File: config.mk
export PLATFORM = sky130hd
export DESIGN_NAME = vc32_mem_arbiter
export DESIGN_NICKNAME = d
export VERILOG_FILES = /design/src/rtl/vc32_mem_arbiter.sv
export SDC_FILE = /design/constraint.sdc
export NUM_CORES = 1
export LEC_CHECK = 0
export ABC_AREA = 1
export ABC_CLOCK_PERIOD_IN_PS = 1900
export CORE_MARGIN = 5
export CORE_UTILIZATION = 41
export CTS_BUF_LIST = sky130_fd_sc_hd__clkbuf_2
export CTS_CLUSTER_DIAMETER = 50
export DETAILED_ROUTE_END_ITERATION = 8
export GPL_ROUTABILITY_DRIVEN = 0
export PLACE_DENSITY_LB_ADDON = 0.12
export SLEW_MARGIN = 30
export SYNTH_ARGS = -nofsm -noshare
export SYNTH_HDL_FRONTEND = slang
export SYNTH_SLANG_ARGS = --single-unit
File: constraint.sdc
create_clock -name clk -period 1.9 [get_ports clk]
set_clock_uncertainty 0.1 [all_clocks]
set_input_delay 0.285 -clock clk [delete_from_list [all_inputs] [get_ports clk]]
set_output_delay 0.285 -clock clk [all_outputs]
set_load 0.02 [all_outputs]
File: src/rtl/vc32_mem_arbiter.sv
// Two-master round-robin arbiter in front of the byte-serial memory sequencer:
// one whole transaction per grant, completion routed to the owner, watchdog release.
module vc32_mem_arbiter #(
   parameter int RV      = 16,
   parameter int TIMEOUT = 64
) (
   input  logic            clk,
   input  logic            rst_n,
   input  logic            ena,
   input  logic [RV-2:0]   c_raddr,
   input  logic [RV/8-1:0] c_rreq,
   input  logic [RV-2:0]   c_waddr,
   input  logic [RV/8-1:0] c_wmask,
   input  logic [RV-1:0]   c_wdata,
   output logic            c_rdone,
   output logic            c_wdone,
   input  logic [RV-2:0]   d_raddr,
   input  logic [RV/8-1:0] d_rreq,
   input  logic [RV-2:0]   d_waddr,
   input  logic [RV/8-1:0] d_wmask,
   input  logic [RV-1:0]   d_wdata,
   output logic            d_rdone,
   output logic            d_wdone,
   output logic [RV-2:0]   m_raddr,
   output logic [RV/8-1:0] m_rreq,
   output logic [RV-2:0]   m_waddr,
   output logic [RV/8-1:0] m_wmask,
   output logic [RV-1:0]   m_wdata,
   input  logic            m_rdone,
   input  logic            m_wdone,
   output logic            owner,
   output logic            busy,
   output logic            err,
   input  logic            err_clr
);

   localparam int CNT_W = (TIMEOUT > 1) ? $clog2(TIMEOUT) : 1;
   localparam logic [CNT_W-1:0] CNT_LAST = (TIMEOUT > 0) ? CNT_W'(TIMEOUT - 1) : '0;

   typedef enum logic {S_IDLE, S_BUSY} state_t;

   state_t           state;
   logic             kind_w;
   logic             last;
   logic [CNT_W-1:0] wd_cnt;

   logic             c_pend;
   logic             d_pend;
   logic             grant_d;
   logic [RV-2:0]    sel_raddr;
   logic [RV/8-1:0]  sel_rreq;
   logic [RV-2:0]    sel_waddr;
   logic [RV/8-1:0]  sel_wmask;
   logic [RV-1:0]    sel_wdata;
   logic             exp_done;
   logic             expire;
   logic             finish;

   assign c_pend  = (|c_wmask) | (|c_rreq);
   assign d_pend  = (|d_wmask) | (|d_rreq);
   // On a tie the master that did not own the bus last time wins.
   assign grant_d = d_pend & (~c_pend | ~last);

   assign sel_raddr = grant_d ? d_raddr : c_raddr;
   assign sel_rreq  = grant_d ? d_rreq  : c_rreq;
   assign sel_waddr = grant_d ? d_waddr : c_waddr;
   assign sel_wmask = grant_d ? d_wmask : c_wmask;
   assign sel_wdata = grant_d ? d_wdata : c_wdata;

   assign busy     = (state == S_BUSY);
   assign exp_done = kind_w ? m_wdone : m_rdone;
   assign expire   = (TIMEOUT != 0) && busy && (wd_cnt == CNT_LAST) && !exp_done;
   assign finish   = busy && (exp_done || expire);

   // Completion (real or watchdog-forced) goes only to the owner's port of the current kind.
   assign c_wdone = finish & ~owner &  kind_w;
   assign c_rdone = finish & ~owner & ~kind_w;
   assign d_wdone = finish &  owner &  kind_w;
   assign d_rdone = finish &  owner & ~kind_w;

   always_ff @(posedge clk or negedge rst_n) begin
      if (!rst_n) begin
         state   <= S_IDLE;
         m_raddr <= '0;
         m_rreq  <= '0;
         m_waddr <= '0;
         m_wmask <= '0;
         m_wdata <= '0;
         owner   <= 1'b0;
         kind_w  <= 1'b0;
         last    <= 1'b1;
         wd_cnt  <= '0;
         err     <= 1'b0;
      end else begin
         if (expire) begin
            err <= 1'b1;
         end else if (err_clr) begin
            err <= 1'b0;
         end

         case (state)
            S_IDLE: begin
               wd_cnt <= '0;
               if (ena && (c_pend || d_pend)) begin
                  owner <= grant_d;
                  if (|sel_wmask) begin
                     m_waddr <= sel_waddr;
                     m_wmask <= sel_wmask;
                     m_wdata <= sel_wdata;
                     m_rreq  <= '0;
                     kind_w  <= 1'b1;
                  end else begin
                     m_raddr <= sel_raddr;
                     m_rreq  <= sel_rreq;
                     m_wmask <= '0;
                     kind_w  <= 1'b0;
                  end
                  state <= S_BUSY;
               end
            end
            S_BUSY: begin
               if (finish) begin
                  m_rreq  <= '0;
                  m_wmask <= '0;
                  last    <= owner;
                  wd_cnt  <= '0;
                  state   <= S_IDLE;
               end else if (TIMEOUT != 0) begin
                  wd_cnt <= wd_cnt + CNT_W'(1);
               end
            end
            default: state <= S_IDLE;
         endcase
      end
   end

endmodule

==> impl_metrics.py, run 1 <==
metrics = {
    "timing": {
        "hold_viol_final": 0,
        "max_freq_mhz": 451,
        "rsz0062_at_grt": "true",
        "setup_tns_ns": -2.39,
        "fin_crit_sh_pct": 117,
        "hold_slack_ns": 0.251,
        "setup_viol": 11,
        "report.final.slew_viol_count": 0,
        "fin_crit_ns": 2.22,
        "slew_headroom_pct": 78.0,
        "worstMarginPinSlew_ns": 0.330,
        "fin_ws_ns": -0.318,
    },
    "drt": {
        "drc": 0,
        "routed_via_density": 4.63,
        "wl_per_cell_um": 13.4,
        "drt_iter0_markers": 67,
        "vias": 3485,
        "dr.pass1.iters": 4,
        "wirelength_mm": 10.1,
        "antenna_left": 0,
    },
    "synth": {
        "ys_top_cells_by_area": "dfrtp_1, nand2_1, nand3_1, nor2_1, buf_4",
        "syn_area_um2": 3210,
        "async_reset_ff_share_pct": 100,
        "synth_seq_cells": 61,
        "yosysTopAreaCell": "dfrtp_1",
        "synth.most_common_cell": "nand2_1",
        "ys_seq_area_share_pct": 47.5,
        "synth_xor_area_share_pct": 0.545,
        "yosysTopAreaCellShare_pct": 46.7,
        "synth-edff-count": 0,
        "synth_top_family_by_area": "simple AND/OR/NAND/NOR gates",
        "ys_types": 26,
        "muxShareOfSynthArea_pct": 0.311,
        "synth_commonest_cells": "nand2_1, dfrtp_1, nand3_1",
        "yosys.area_share.adder_pct": 0.389,
        "synth_cells": 451,
        "synth-compound-area-share_pct": 1.52,
        "synth-simple-area-share_pct": 44.1,
        "ys.flop_type": "dfrtp_1",
        "ys_warn_count": 0,
        "syn-num-nets": 558,
        "synthesis.area_per_instance_um2": 7.13,
    },
    "floorplan": {
        "die_x_um": 98.5,
        "core_area_um2": 7690,
        "rows": 32,
        "start_util_pct": 41.8,
        "die_area_um2": 9710,
        "io_pins": 163,
        "die_h_um": 98.5,
    },
    "placement": {
        "port_buffers": 162,
        "dp_slack_ns": -0.313,
        "dp_hpwl_mm": 7.49,
    },
    "clocking": {
        "cts_made_buffers": 9,
        "cts.sinks": 61,
        "clkSlewWorstSetupHoldPaths_ns": 0.16,
        "cts_root_buf": "clkbuf_2",
        "htree_num_levels": 3,
        "cts_buffer_depth": 2,
        "cts_tree": "yes",
        "clk_latency_ns": 0.44,
    },
    "global_routing": {
        "grt_antenna_before_repair": 0,
        "grt_pass1_wl_mm": 16.3,
        "grt_overflow": 0,
        "track_usage_pct": 20.5,
        "grt_max_degree": 62,
        "grt_pass1_vias": 3499,
    },
    "job": {
        "maxCapViolCount": 0,
    },
    "pwr": {
        "p_leak_nw": 3.31,
        "power.density_nw_per_um2": 1300,
        "peakVddDrop_mv": 0.690,
    },
    "setup_path": {
        "cp_max_fo": 3,
        "r2r-start": "wd_cnt[0]",
        "required_ns": 1.51,
        "r2r_slack_ns": -0.24,
        "crit_type": "reg -> out",
        "arrival_ns": 1.83,
        "start_kind": "flip-flop",
        "startpoint": "wd_cnt[0]",
        "r2r_end": "wd_cnt[4]",
        "endpoint": "d_rdone",
        "worst_setup_path_end_kind": "output port",
        "r2r_cells": 14,
    },
    "layout": {
        "num-nets-final": 752,
        "drive_gt1_share_pct": 13.8,
        "regArea_um2": 1530,
        "fill_cells": 627,
        "area_growth_pct": 72.0,
        "n_antenna_cell": 0,
        "multiInputGateArea_um2": 1580,
    },
    "worst_hold_path": {
        "hold_class": "in -> async",
    },
    "outcome": {
        "violations": "negative setup slack",
        "run_status": "finished with violations",
    },
}
==> area by class of cell <==
cell class              instances  share of cell area (%)
multi-input cells             353                    28.5
well taps                     102                    2.31
repair buffers                206                    38.3
clock buffers                  10                   0.905
inverters                      14                   0.951
clock inverters                 6                    1.40
flip-flops and latches         61                    27.6
==> cells in the final DEF, fill, tap and decap left out, types with 2 or more instances in the layout <==
cell,count
nand2_1,251
clkdlybuf4s50_1,106
dfrtp_1,60
nand3_1,54
dlymetal6s2s_1,39
buf_4,38
inv_1,12
dlygate4sd2_1,12
nor2_1,11
clkbuf_2,10
nand2_2,8
buf_12,7
o21ai_0,5
nor2_2,4
nand2_4,3
nor2_4,2
nand3_2,2
nor3b_2,2
inv_2,2
a21oi_1,2
clkinv_2,2
bufinv_16,2
clkinv_1,2
buf_6,2
==> per-layer routing <==
metal / wire length, um / track usage (%) / part of all wire (%) / vias to the layer above
li1: - / - / - / 1790
met1: 4100 / 25.1 / 41 / 1573
met2: 5110 / 35.5 / 51 / 109
met3: 742 / 5.94 / 7.4 / 13
met4: 123 / 5.57 / 1.2 / 0
met5: 0 / 0 / 0 / -
==> state kept, by name, summed over array words and instances (netlist names) <==
name     flops
m_wdata     16
kind_w       1
owner        1
wd_cnt       6
m_raddr     15
last         1
err          1
busy         1
m_waddr     15
m_wmask      2
m_rreq       2
==> what timing repair did <==
item	CTS	global route
endpoints found under the hold margin	61	0
setup endpoints to repair	16	50
hold buffers	1	0
setup buffers	8	1
gates resized for setup	38	54
pin swaps	6	6
==> logic make-up after synthesis <==
logic type | count (synthesis)
multiplexers | 1
XOR/XNOR | 2
flip-flops | 61
AND/OR/NAND/NOR | 340
AO/OA/AOI/OAI | 9
adder cells (fa/ha/maj) | 1
buffers and inverters | 37
==> power breakdown <==
group          switching (mW)  internal [mW]  leakage, nW
logic                    2.38           1.80         2.45
registers               0.277           1.83        0.774
clock network           0.456          0.430       0.0808
total                    3.11           4.06         3.31
==> how the worst min path moves through the flow <==
stage,startpoint,cells after the start,to,slack [ns]
2_1_floorplan,rst_n,0,busy,-0.11
3_3_place_gp,rst_n,2,m_rreq[0],0.22
3_5_place_dp,rst_n,2,m_rreq[1],0.22
4_1_cts,rst_n,3,m_raddr[14],0.21
5_1_grt,rst_n,3,m_rreq[1],0.24
6_report,rst_n,3,m_rreq[0],0.25
==> through the flow <==
step	cell area [um2]	std cells	total power [mW]	utilization (%)
after global routing	5530	752	7.73	71.9
after floorplan	3210	451	4.33	-
after detailed placement	5170	726	6.38	67.3
final	5530	752	7.17	71.9
after global placement	5170	726	6.29	67.3
after CTS	5360	751	7.27	69.7
==> critical path: stages, from the launching register on <==
cell and delay [ns]:
dfrtp_1 0.43, ha_4 0.17, nand3_4 0.08, nor2_4 0.11, nand3_2 0.08, nand2_2 0.09
nand2_2 0.06, inv_2 0.07, nand2_2 0.07, nor2_1 0.10, buf_4 0.14
Note: power is estimated with default switching activity, not from simulation.
==> run 2, diff against run 1 <==
CORE_UTILIZATION = 55   (was 41)
DONT_BUFFER_PORTS = 1   (was default)
SLEW_MARGIN = 20   (was 30)
==> run 2 against run 1 <==
Compared with the run above: the flow still finishes with violations (negative setup slack); via count rose by 0.14%; setup slack improved by 0.015 ns; wire length rose by 14%; sequential power increased by 37%; cell area fell by 18%; fmax is 0.68% higher; cell count is 15% lower; global-route usage up 11 points; highest routed layer unchanged.
==> impl_metrics.py, run 2 (synthesized netlist as in run 1, its figures left out) <==
metrics = {
    "outcome": {
        "violations": "negative setup slack",
        "run_status": "finished with violations",
    },
    "drt": {
        "wirelength_mm": 11.5,
        "drc": 0,
        "vias": 3490,
        "routed_via_density": 5.44,
        "wl_per_cell_um": 17.9,
        "antenna_left": 0,
        "dr.pass1.iters": 5,
        "drt_iter0_markers": 255,
    },
    "setup_path": {
        "start_kind": "flip-flop",
        "worst_setup_path_end_kind": "output port",
        "r2r_cells": 7,
        "crit_type": "reg -> out",
        "required_ns": 1.51,
        "arrival_ns": 1.82,
        "r2r-start": "last",
        "r2r_slack_ns": 0.12,
        "cp_max_fo": 3,
        "r2r_end": "m_wdata[4]",
    },
    "layout": {
        "n_antenna_cell": 0,
        "regMostFlops": "m_wdata",
        "reg.largest.list": "m_wdata: 16 flops, m_raddr: 15 flops, m_waddr: 15 flops",
        "final_common_cell": "nand2_1",
        "num-nets-final": 672,
        "area_growth_pct": 41.4,
        "largest_register_ffs": 16,
        "final_cells": 641,
        "final_cell_mix": "nand2_1, dlygate4sd3_1, dfrtp_1, nand3_1, buf_4",
        "fill_cells": 362,
        "drive_gt1_share_pct": 11.2,
    },
    "floorplan": {
        "io_pins": 163,
        "die_x_um": 86.4,
        "start_util_pct": 57.3,
        "die_area_um2": 7470,
        "rows": 27,
        "core_area_um2": 5610,
        "die_h_um": 86.4,
    },
    "pwr": {
        "totalPowerFinal_mw": 5.97,
        "p_leak_nw": 2.45,
        "peakVddDrop_mv": 0.761,
        "power.density_nw_per_um2": 1310,
    },
    "timing": {
        "fin_crit_ns": 2.20,
        "slew_headroom_pct": 47.0,
        "worstMarginPinSlew_ns": 0.794,
        "rsz0062_at_grt": "true",
        "fin_crit_sh_pct": 116,
        "setup_tns_ns": -1.17,
        "report.final.slew_viol_count": 0,
        "fin_ws_ns": -0.303,
        "max_freq_mhz": 454,
        "hold_viol_final": 0,
        "setup_viol": 4,
    },
    "global_routing": {
        "grt_overflow": 0,
        "grt_antenna_before_repair": 0,
        "track_usage_pct": 31.6,
        "grt_pass1_vias": 3718,
        "grt_max_degree": 62,
        "grt_pass1_wl_mm": 18.2,
    },
    "clocking": {
        "htree_num_levels": 3,
        "cts_tree": "yes",
        "cts_buffer_depth": 2,
        "cts.sinks": 61,
        "clk_latency_ns": 0.45,
        "clkSlewWorstSetupHoldPaths_ns": 0.17,
        "cts_made_buffers": 9,
        "cts_root_buf": "clkbuf_2",
    },
    "placement": {
        "dp_hpwl_mm": 6.01,
        "port_buffers": 0,
        "dp_slack_ns": -0.116,
        "place_inst": 514,
    },
    "worst_hold_path": {
        "hold_end": "m_rreq[0]",
        "hold_start": "c_rreq[0]",
        "hold_class": "in -> reg",
        "hold_depth": 4,
    },
    "job": {
        "maxCapViolCount": 0,
    },
}
[run 2: how the worst max path moves through the flow]
stage	end	startpoint	cells past startpoint
3_5_place_dp	m_raddr[1]	busy	7
4_1_cts	d_wdone	wd_cnt[1]	10
2_1_floorplan	d_rdone	wd_cnt[0]	9
3_3_place_gp	m_raddr[3]	busy	7
6_report	d_rdone	wd_cnt[0]	10
5_1_grt	d_rdone	wd_cnt[0]	10
[run 2: routing by layer]
layer  vias up  share of wire, %  track usage [%]
met5         -                 0                0
met4         0               3.7             16.6
met3        44                10             8.46
met2       225                49             53.5
met1      1593                37             36.4
li1       1628                 -                -
[run 2: stage by stage]
step	hold WS, ns	utilization, %	instance area, um2
finish	0.0686	81.1	4550
global route	0.0414	81.1	4550
CTS	0.0119	80.3	4510
detailed placement	-0.109	58.7	3290
global placement	-0.109	58.7	3290
floorplan	-0.111	-	3210
[run 2: report_power, final]
group	switching, mW	leakage (nW)	total (mW)	internal, mW
clock network	0.437	0.0592	0.611	0.175
registers	1.08	0.774	2.90	1.82
logic	1.56	1.61	2.46	0.894
[run 2: layout make-up]
cell class	instances	area, um2	share of cell area [%]
multi-input combinational	354	1570	34.4
sequential	61	1530	33.6
timing repair buffer	125	1240	27.2
tap	72	90.1	1.98
clock buffer	12	60.1	1.32
inverter	14	52.6	1.16
clock inverter	3	13.8	0.303
[run 2: what timing repair did]
action,4_1_cts,5_1_grt
setup endpoints to repair,22,57
endpoints found under the hold margin,112,0
hold buffers,101,0
gates resized for setup,11,11
pin swaps,7,7
buffers inserted,10,4
cloned,1,0
[run 2: critical path, stage by stage (launching register included)]
cell and delay (ns):
dfrtp_1 0.38, ha_2 0.19, nand3_2 0.09, nor2_2 0.10, nand3_1 0.07, nand2_1 0.10, nand2_2 0.06, inv_2 0.09
nand2_4 0.07, nor2_2 0.10, buf_6 0.12
==> run 3, diff against run 2 <==
ABC_CLOCK_PERIOD_IN_PS = default   (was 1900)
==> results of run 3 <==
The final DEF is identical to that of run 2; final timing and power are the same.
